`src/rtl/hazard_stall_if.sv`:
```
// hazard_stall_if: pipeline <-> hazard unit signal bundle; Stall_Cnt/Flush_Cnt exist only with HAZARD_PERF_CNT_EN.
interface hazard_stall_if #(parameter int CNT_W = 32);
    logic [4:0] RS1_D, RS2_D, Rd_E;
    logic ResultSrc_E, RegWrite_E, PCSrc_E, Mem_Req_M, Mem_Ready_M;
    logic Stall_F, Stall_D, Stall_E, Stall_M, Flush_D, Flush_E, Bubble_W, Mem_Err;
`ifdef HAZARD_PERF_CNT_EN
    logic [CNT_W-1:0] Stall_Cnt, Flush_Cnt;
    modport master (
        output RS1_D, RS2_D, Rd_E, ResultSrc_E, RegWrite_E, PCSrc_E, Mem_Req_M, Mem_Ready_M,
        input  Stall_F, Stall_D, Stall_E, Stall_M, Flush_D, Flush_E, Bubble_W, Mem_Err, Stall_Cnt, Flush_Cnt
    );
    modport slave (
        input  RS1_D, RS2_D, Rd_E, ResultSrc_E, RegWrite_E, PCSrc_E, Mem_Req_M, Mem_Ready_M,
        output Stall_F, Stall_D, Stall_E, Stall_M, Flush_D, Flush_E, Bubble_W, Mem_Err, Stall_Cnt, Flush_Cnt
    );
`else
    modport master (
        output RS1_D, RS2_D, Rd_E, ResultSrc_E, RegWrite_E, PCSrc_E, Mem_Req_M, Mem_Ready_M,
        input  Stall_F, Stall_D, Stall_E, Stall_M, Flush_D, Flush_E, Bubble_W, Mem_Err
    );
    modport slave (
        input  RS1_D, RS2_D, Rd_E, ResultSrc_E, RegWrite_E, PCSrc_E, Mem_Req_M, Mem_Ready_M,
        output Stall_F, Stall_D, Stall_E, Stall_M, Flush_D, Flush_E, Bubble_W, Mem_Err
    );
`endif
endinterface

```
`src/rtl/hazard_stall_unit.sv`:
```
// hazard_stall_unit: load-use / branch-squash / memory-wait stall and flush control with timeout FSM.
// Optional performance counters enabled by HAZARD_PERF_CNT_EN.
module hazard_stall_unit #(
    parameter int MAX_WAIT = 16,
    parameter int CNT_W    = 32
) (
    input logic clk,
    input logic rst,
    hazard_stall_if.slave hz
);
    typedef enum logic {RUN, WAIT} state_t;
    state_t state, state_n;
    logic [7:0] wait_cnt;
    logic lu, mw, tmo, ms, mem_err;
    logic [3:0] stall;
    logic flush_d, flush_e, bubble_w;

    assign lu  = hz.ResultSrc_E & hz.RegWrite_E & (hz.Rd_E != 5'd0) &
                 ((hz.Rd_E == hz.RS1_D) | (hz.Rd_E == hz.RS2_D));
    assign mw  = hz.Mem_Req_M & ~hz.Mem_Ready_M;
    assign tmo = (state == WAIT) & (wait_cnt == 8'(MAX_WAIT - 1)) & mw;
    assign ms  = mw & ~tmo;

    always_comb begin
        state_n = rst ? RUN : (ms ? WAIT : RUN);
    end

    // wait_cnt counts cycles already spent waiting, so the MAX_WAIT-th wait cycle times out
    always_ff @(posedge clk) begin
        if (rst) begin
            state    <= RUN;
            wait_cnt <= 8'd0;
            mem_err  <= 1'b0;
        end else begin
            state    <= state_n;
            wait_cnt <= (state_n == WAIT) ? wait_cnt + 8'd1 : 8'd0;
            mem_err  <= mem_err | tmo;
        end
    end

    always_comb begin
        stall    = 4'b0000;
        flush_d  = 1'b0;
        flush_e  = 1'b0;
        bubble_w = 1'b0;
        if (rst) begin
            flush_d = 1'b1;
            flush_e = 1'b1;
        end else if (ms) begin
            stall    = 4'b1111;
            bubble_w = 1'b1;
        end else if (tmo) begin
            bubble_w = 1'b1;
        end else if (hz.PCSrc_E) begin
            flush_d = 1'b1;
            flush_e = 1'b1;
        end else if (lu) begin
            stall   = 4'b1100;
            flush_e = 1'b1;
        end
    end

    assign hz.Stall_F  = stall[3];
    assign hz.Stall_D  = stall[2];
    assign hz.Stall_E  = stall[1];
    assign hz.Stall_M  = stall[0];
    assign hz.Flush_D  = flush_d;
    assign hz.Flush_E  = flush_e;
    assign hz.Bubble_W = bubble_w;
    assign hz.Mem_Err  = mem_err;

`ifdef HAZARD_PERF_CNT_EN
    logic [CNT_W-1:0] stall_cnt, flush_cnt;
    always_ff @(posedge clk) begin
        if (rst) begin
            stall_cnt <= '0;
            flush_cnt <= '0;
        end else begin
            if (|stall && !(&stall_cnt)) stall_cnt <= stall_cnt + 1'b1;
            if ((flush_d | flush_e) && !(&flush_cnt)) flush_cnt <= flush_cnt + 1'b1;
        end
    end
    assign hz.Stall_Cnt = stall_cnt;
    assign hz.Flush_Cnt = flush_cnt;
`endif
endmodule
```
`src/flat_wrapper.sv`:
```
// flat-port wrapper written by rule: the top's interface ports become plain ports
module hazard_stall_unit_flat 
#(
    parameter int MAX_WAIT = 16,
    parameter int CNT_W    = 32
)
  (clk, rst, hz_RS1_D, hz_RS2_D, hz_Rd_E, hz_ResultSrc_E, hz_RegWrite_E, hz_PCSrc_E, hz_Mem_Req_M, hz_Mem_Ready_M, hz_Stall_F, hz_Stall_D, hz_Stall_E, hz_Stall_M, hz_Flush_D, hz_Flush_E, hz_Bubble_W, hz_Mem_Err);
  hazard_stall_if #(.CNT_W(CNT_W)) hz_i ();
  input logic clk;
  input logic rst;
  input wire logic [$bits(hz_i.RS1_D)-1:0] hz_RS1_D;
  input wire logic [$bits(hz_i.RS2_D)-1:0] hz_RS2_D;
  input wire logic [$bits(hz_i.Rd_E)-1:0] hz_Rd_E;
  input wire logic [$bits(hz_i.ResultSrc_E)-1:0] hz_ResultSrc_E;
  input wire logic [$bits(hz_i.RegWrite_E)-1:0] hz_RegWrite_E;
  input wire logic [$bits(hz_i.PCSrc_E)-1:0] hz_PCSrc_E;
  input wire logic [$bits(hz_i.Mem_Req_M)-1:0] hz_Mem_Req_M;
  input wire logic [$bits(hz_i.Mem_Ready_M)-1:0] hz_Mem_Ready_M;
  output wire logic [$bits(hz_i.Stall_F)-1:0] hz_Stall_F;
  output wire logic [$bits(hz_i.Stall_D)-1:0] hz_Stall_D;
  output wire logic [$bits(hz_i.Stall_E)-1:0] hz_Stall_E;
  output wire logic [$bits(hz_i.Stall_M)-1:0] hz_Stall_M;
  output wire logic [$bits(hz_i.Flush_D)-1:0] hz_Flush_D;
  output wire logic [$bits(hz_i.Flush_E)-1:0] hz_Flush_E;
  output wire logic [$bits(hz_i.Bubble_W)-1:0] hz_Bubble_W;
  output wire logic [$bits(hz_i.Mem_Err)-1:0] hz_Mem_Err;
  assign hz_i.RS1_D = hz_RS1_D;
  assign hz_i.RS2_D = hz_RS2_D;
  assign hz_i.Rd_E = hz_Rd_E;
  assign hz_i.ResultSrc_E = hz_ResultSrc_E;
  assign hz_i.RegWrite_E = hz_RegWrite_E;
  assign hz_i.PCSrc_E = hz_PCSrc_E;
  assign hz_i.Mem_Req_M = hz_Mem_Req_M;
  assign hz_i.Mem_Ready_M = hz_Mem_Ready_M;
  assign hz_Stall_F = hz_i.Stall_F;
  assign hz_Stall_D = hz_i.Stall_D;
  assign hz_Stall_E = hz_i.Stall_E;
  assign hz_Stall_M = hz_i.Stall_M;
  assign hz_Flush_D = hz_i.Flush_D;
  assign hz_Flush_E = hz_i.Flush_E;
  assign hz_Bubble_W = hz_i.Bubble_W;
  assign hz_Mem_Err = hz_i.Mem_Err;
  hazard_stall_unit #(.MAX_WAIT(MAX_WAIT), .CNT_W(CNT_W)) u_core (.clk(clk), .rst(rst), .hz(hz_i));
endmodule
```
`config.mk`:
```
export PLATFORM = sky130hd
export DESIGN_NAME = hazard_stall_unit_flat
export DESIGN_NICKNAME = d
export VERILOG_FILES = /design/src/rtl/hazard_stall_if.sv /design/src/rtl/hazard_stall_unit.sv /design/src/flat_wrapper.sv
export SDC_FILE = /design/constraint.sdc
export NUM_CORES = 1
export LEC_CHECK = 0
export BUFFER_PORTS_ARGS = -buffer_cell sky130_fd_sc_hd__buf_2
export CORE_MARGIN = 3
export CORE_UTILIZATION = 40
export CTS_CLUSTER_SIZE = 12
export DETAILED_ROUTE_END_ITERATION = 10
export GPL_ROUTABILITY_DRIVEN = 0
export PLACE_DENSITY = 0.78
export SLEW_MARGIN = 5
export SYNTH_ARGS = -nofsm -noshare
export SYNTH_HDL_FRONTEND = slang
export SYNTH_SLANG_ARGS = --single-unit
```
`constraint.sdc`:
```
create_clock -name clk -period 4.8 [get_ports clk]
set_clock_uncertainty 0.2 [all_clocks]
set_input_delay 1.2 -clock clk [delete_from_list [all_inputs] [get_ports clk]]
set_output_delay 1.2 -clock clk [all_outputs]
set_load 0.005 [all_outputs]
```
==> metrics.csv, run 1 <==
metric;value;unit
p_sw;0.0000387;W
synthMuxAreaShare;0;
ys_seq_area_frac;0.346;
synth_cell_types;20;
grt-ovfl-total;0;
synthCells;67;
synth_top_family_by_area;simple AND/OR/NAND/NOR gates;
min_path_cells;1;
grt.total_usage;0.136;
crit_required;3.40;ns
sw_frac_of_total;0.233;
tightest_slew;0.269;ns
ant_nets;0;
setup_tns;0;ns
internal_power;0.000128;W
drc;0;
vias;539;
first_pass_iters;2;
numPortBuffers;29;
cts_buffers;3;
insertedDiodeCount;0;
post-cts-setup-buffers;0;
p_leak;0.361;nW
fin_nets;122;
cp-end-kind;output port;
synth-compound-area-share;0.0778;
wl_per_cell;10.1;um
clockRootBuffer;clkbuf_4;
cts_max_level;1;
cts_buffer_depth;2;
r2r-start;u_core.wait_cnt[0];
grt_max_degree;9;
p_clk_frac;0.315;
drive_gt1_frac;0.392;
area_growth;29.6;%
maxSlewViolCount;0;
status;finished, final reports clean;
grt_setup_unrepaired;false;
vdd_drop_max;0.101;mV
cts_tree;built;
netlist_top_cells_area;dfxtp_1 (35%), xor2_1 (18%), nor2_1 (8.4%), xnor2_1 (6.0%), nor3_2 (3.5%);
ff2ff_path_depth;5;
core;1330;um^2
chipWidth;44.1;um
synth_top_cell_area_share;0.346;
setup_viol;0;
grt_pass1_vias;521;
vias_per_cell;4.81;
critical_path_class;in2out;
syn-num-nets;90;
rr_endpoint;u_core.wait_cnt[5];
start_kind;input pin;
r2r_slack;3.31;ns
drt_iter0_drc;1;
max_slew_margin;0.819;
hold_violations;0;
post-dp-hpwl;993;um
cts-resized-gates;0;
synth-simple-area-share;0.253;
total_power;0.000166;W
period_minus_slack;3.66;ns
max_freq;273;MHz
clk_latency;0.25;ns
start_util;0.434;
io_pins;30;
cts_hold_buffers;0;
yosysTopAreaCell;dfxtp_1;
power_frac_comb;0.179;
ys_seq_elements;10;
hold_path_class;reg2reg;
power_frac_seq;0.506;
syn_avg_cell_area;8.65;um^2
antenna_found_initial;0;
power_density;221;nW/um^2
synth_xor_area_frac;0.242;
yosysWarnings;0;
path_clk_slew;0.06;ns
endpoint;hz_Stall_F;
dieArea;1940;um^2
drv_cap;0;
yosys.area_share.adder;0.0216;
critPathLaunch;hz_Rd_E[2];
wirelength;1130;um
rows;13;
worstPathArrival;2.26;ns
cp_max_fo;3;
die_h;44.1;um
grt_pass1_wl;1950;um
cts_sinks;10;
fillers;130;
fin_crit_sh;0.762;
layout_commonest_cell;buf_2;
final_cell_mix;buf_2 (29), nor2_1 (13), xor2_1 (12);
synthesis.area;579;um^2
-- cell families (layout without fill, tap and decap cells) --
logic type | after synthesis | after routing
AOI/OAI and AO/OA | 5 | 5
xor gates and xnor gates | 16 | 16
adders and majority gates | 1 | 1
buffers and inverters | 7 | 37
DFF | 10 | 10
and+or+nand+nor | 28 | 28
-- registers in the layout, summed over array words and instances, names as in the netlist --
name and cells:
u_core.wait_cnt 8, u_core.hz.Mem_Err 1, u_core.state 1
-- power by group through the flow --
stage	Sequential [W]	Combinational (W)	Clock [W]
detailed placement	0.0000860	0.0000302	0
CTS	0.0000841	0.0000303	0.0000550
global placement	0.0000860	0.0000295	0
global route	0.0000842	0.0000335	0.0000608
floorplan	0.0000859	0.0000151	0
finish	0.0000842	0.0000297	0.0000524
-- metal layers --
metal  global-route usage  vias up  wire (um)
met3               0.0366        2         81
met2                0.238       24        559
met5                    0        -          0
li1                     -      281          -
met4               0.0723        0         15
met1                0.148      232        470
-- worst max-delay path, cell delays in order --
cell and delay, ns:
buf_2 0.12, xor2_1 0.16, nor3_2 0.16, a22oi_1 0.12
o41ai_2 0.32, buf_2 0.17
-- layout make-up --
class,instances,area [um^2],area share
clock buffer,3,22.5,0.0300
inverter,5,20.0,0.0267
timing repair buffer,29,145,0.193
tap,15,18.8,0.0250
multi-input combinational,50,344,0.458
sequential,10,200,0.267
-- Yosys cell counts --
cell and instances:
a22oi_1 1, and3_1 2, buf_4 2, clkinv_2 1, dfxtp_1 10, ha_1 1
inv_1 4, nand2_1 3, nand2_4 1, nand3_1 3, nor2_1 13, nor3_1 2
nor3_2 2, nor4_1 1, o2111ai_1 1, o22ai_1 2, o41ai_2 1, or3_4 1
xnor2_1 4, xor2_1 12
-- stage by stage --
step,cells,utilization,hold WS (ns),cell area (um^2),setup WS [ns]
6_report,112,0.563,0.244,751,1.14
5_1_grt,112,0.563,0.286,751,1.03
4_1_cts,112,0.563,0.249,751,1.13
3_5_place_dp,109,0.546,0.236,728,1.14
3_3_place_gp,109,0.546,0.229,728,1.17
2_1_floorplan,67,-,0.218,579,1.27
-- how the worst min path moves through the flow --
stage	start	endpoint
after floorplan	u_core.wait_cnt[0]	u_core.wait_cnt[0]
after detailed placement	u_core.wait_cnt[0]	u_core.wait_cnt[0]
after global placement	u_core.wait_cnt[0]	u_core.wait_cnt[0]
after CTS	u_core.wait_cnt[0]	u_core.wait_cnt[0]
after global routing	u_core.hz.Mem_Err	u_core.hz.Mem_Err
final	u_core.wait_cnt[0]	u_core.wait_cnt[0]
(Power assumes the default switching activity.)
==> run 2: changes to the inputs <==
Settings changed: ABC_AREA from default to 1, CORE_ASPECT_RATIO from default to 1.2, PLACE_DENSITY 0.78 to 0.76.
Clock period 4.8 ns to 3.6 ns, I/O delays scaled along.
==> metrics.csv, run 2 <==
metric;value;unit
numPortBuffers;29;
ant_nets;0;
fin_crit_sh;0.795;
setup_viol;0;
grt.total_usage;0.152;
max_freq;349;MHz
post-cts-setup-buffers;0;
synthesis.area;663;um^2
clk_latency;0.26;ns
ys_seq_elements;10;
grt-ovfl-total;0;
wirelength;1330;um
netlist_top_cells_area;dfxtp_1 (30%), nand2_1 (16%), inv_1 (12%), nor2_1 (12%), nand3_1 (6.0%);
placed_cells;154;
syn-num-nets;134;
yosysWarnings;0;
largest_reg_flops;8;
critical_path_class;in2out;
fin_nets;165;
status;finished, final reports clean;
vias;726;
synthCells;111;
yosysTopAreaCell;dfxtp_1;
cts_buffers;3;
synth_ff_type;dfxtp_1;
min_path_cells;1;
crit_required;2.50;ns
syn_avg_cell_area;5.97;um^2
cts_sinks;10;
worstPathArrival;1.76;ns
r2r-start;u_core.wait_cnt[0];
drive_gt1_frac;0.255;
cts_hold_buffers;0;
rr_endpoint;u_core.wait_cnt[6];
synth_top_cells_by_count;nand2_1 (29), inv_1 (22), nor2_1 (21), dfxtp_1 (10), nand3_1 (8);
insertedDiodeCount;0;
area_growth;26.6;%
wl_per_cell;8.39;um
vdd_drop_max;0.158;mV
synth_cell_types;18;
synthArstFlopShare;0;
period_minus_slack;2.86;ns
grt_pass1_vias;706;
vias_per_cell;4.59;
synth_edf_count;0;
cts-resized-gates;0;
endpoint;hz_Stall_D;
grt_pass1_wl;2640;um
final_cell_mix;nand2_1 (29), buf_2 (29), inv_1 (22);
chipWidth;43.2;um
grt_setup_unrepaired;false;
setup_tns;0;ns
dieArea;2180;um^2
maxSlewViolCount;0;
cp-end-kind;output port;
cts_max_level;1;
drc;0;
cts_buffer_depth;2;
core;1500;um^2
top_register;u_core.wait_cnt;
antenna_found_initial;0;
cp_max_fo;11;
cts_tree;built;
critPathLaunch;rst;
drt_iter0_drc;15;
die_h;50.6;um
start_util;0.442;
start_kind;input pin;
synth_top_cell_area_share;0.302;
first_pass_iters;5;
hold_path_class;reg2reg;
power_density;302;nW/um^2
ys_seq_area_frac;0.302;
hold_violations;0;
final_area;840;um^2
grt_max_degree;12;
rows;15;
path_clk_slew;0.07;ns
drv_cap;0;
p_leak;0.477;nW
r2r_slack;1.99;ns
ff2ff_path_depth;7;
yosysMostFrequentCell;nand2_1;
fin_util;0.559;
tightest_slew;0.309;ns
clockRootBuffer;clkbuf_4;
max_slew_margin;0.793;
stdcell_count;158;
placed_cell_area;803;um^2
post-dp-hpwl;1150;um
io_pins;30;
run 2: final cells by class:
cell class,instances,area (um^2)
inverter,22,82.6
multi-input combinational,76,354
tap,17,21.3
clock buffer,4,36.3
sequential,10,200
fill,163,662
timing repair buffer,29,145
run 2: cells by family after synthesis:
group                    count (synthesis)  share of synthesized area
buffers and inverters                   25                      0.164
AO/OA/AOI/OAI                            5                     0.0377
adder cells (fa/ha/maj)                  1                     0.0189
XOR/XNOR                                 5                     0.0660
flip-flops                              10                      0.302
AND/OR/NAND/NOR                         65                      0.411
run 2: power breakdown:
part           switching [W]  internal, W  leakage (nW)
Sequential       0.000000574     0.000112        0.0808
Clock              0.0000381    0.0000613        0.0210
Combinational      0.0000218    0.0000201         0.375
Total              0.0000605     0.000193         0.477
run 2: how the worst min path moves through the flow:
stage               slack (ns)          startpoint            endpoint
finish                    0.25  u_core.wait_cnt[0]  u_core.wait_cnt[0]
global route              0.29  u_core.wait_cnt[0]  u_core.wait_cnt[0]
CTS                       0.26  u_core.wait_cnt[0]  u_core.wait_cnt[0]
detailed placement        0.24  u_core.wait_cnt[0]  u_core.wait_cnt[0]
global placement          0.24  u_core.wait_cnt[0]  u_core.wait_cnt[0]
floorplan                 0.22  u_core.wait_cnt[0]  u_core.wait_cnt[0]
run 2: layer usage:
layer	vias up	GRT usage	part of all wire
met4	0	0.0754	0.013
met5	-	0	0
met1	311	0.185	0.42
met3	2	0.0251	0.063
met2	23	0.251	0.50
li1	390	-	-
run 2: through the flow:
| step | total power [W] | setup WS [ns] | hold WS [ns] |
|---|---|---|---|
| 3_3_place_gp | 0.000156 | 0.770 | 0.235 |
| 5_1_grt | 0.000270 | 0.623 | 0.286 |
| 2_1_floorplan | 0.000138 | 0.869 | 0.217 |
| 6_report | 0.000254 | 0.736 | 0.255 |
| 4_1_cts | 0.000257 | 0.711 | 0.258 |
| 3_5_place_dp | 0.000157 | 0.717 | 0.242 |
run 2: worst max-delay path, cell delays in order:
cell	delay, ns
buf_2	0.12
nor3_2	0.31
nand2_2	0.20
nand2_1	0.12
buf_2	0.11
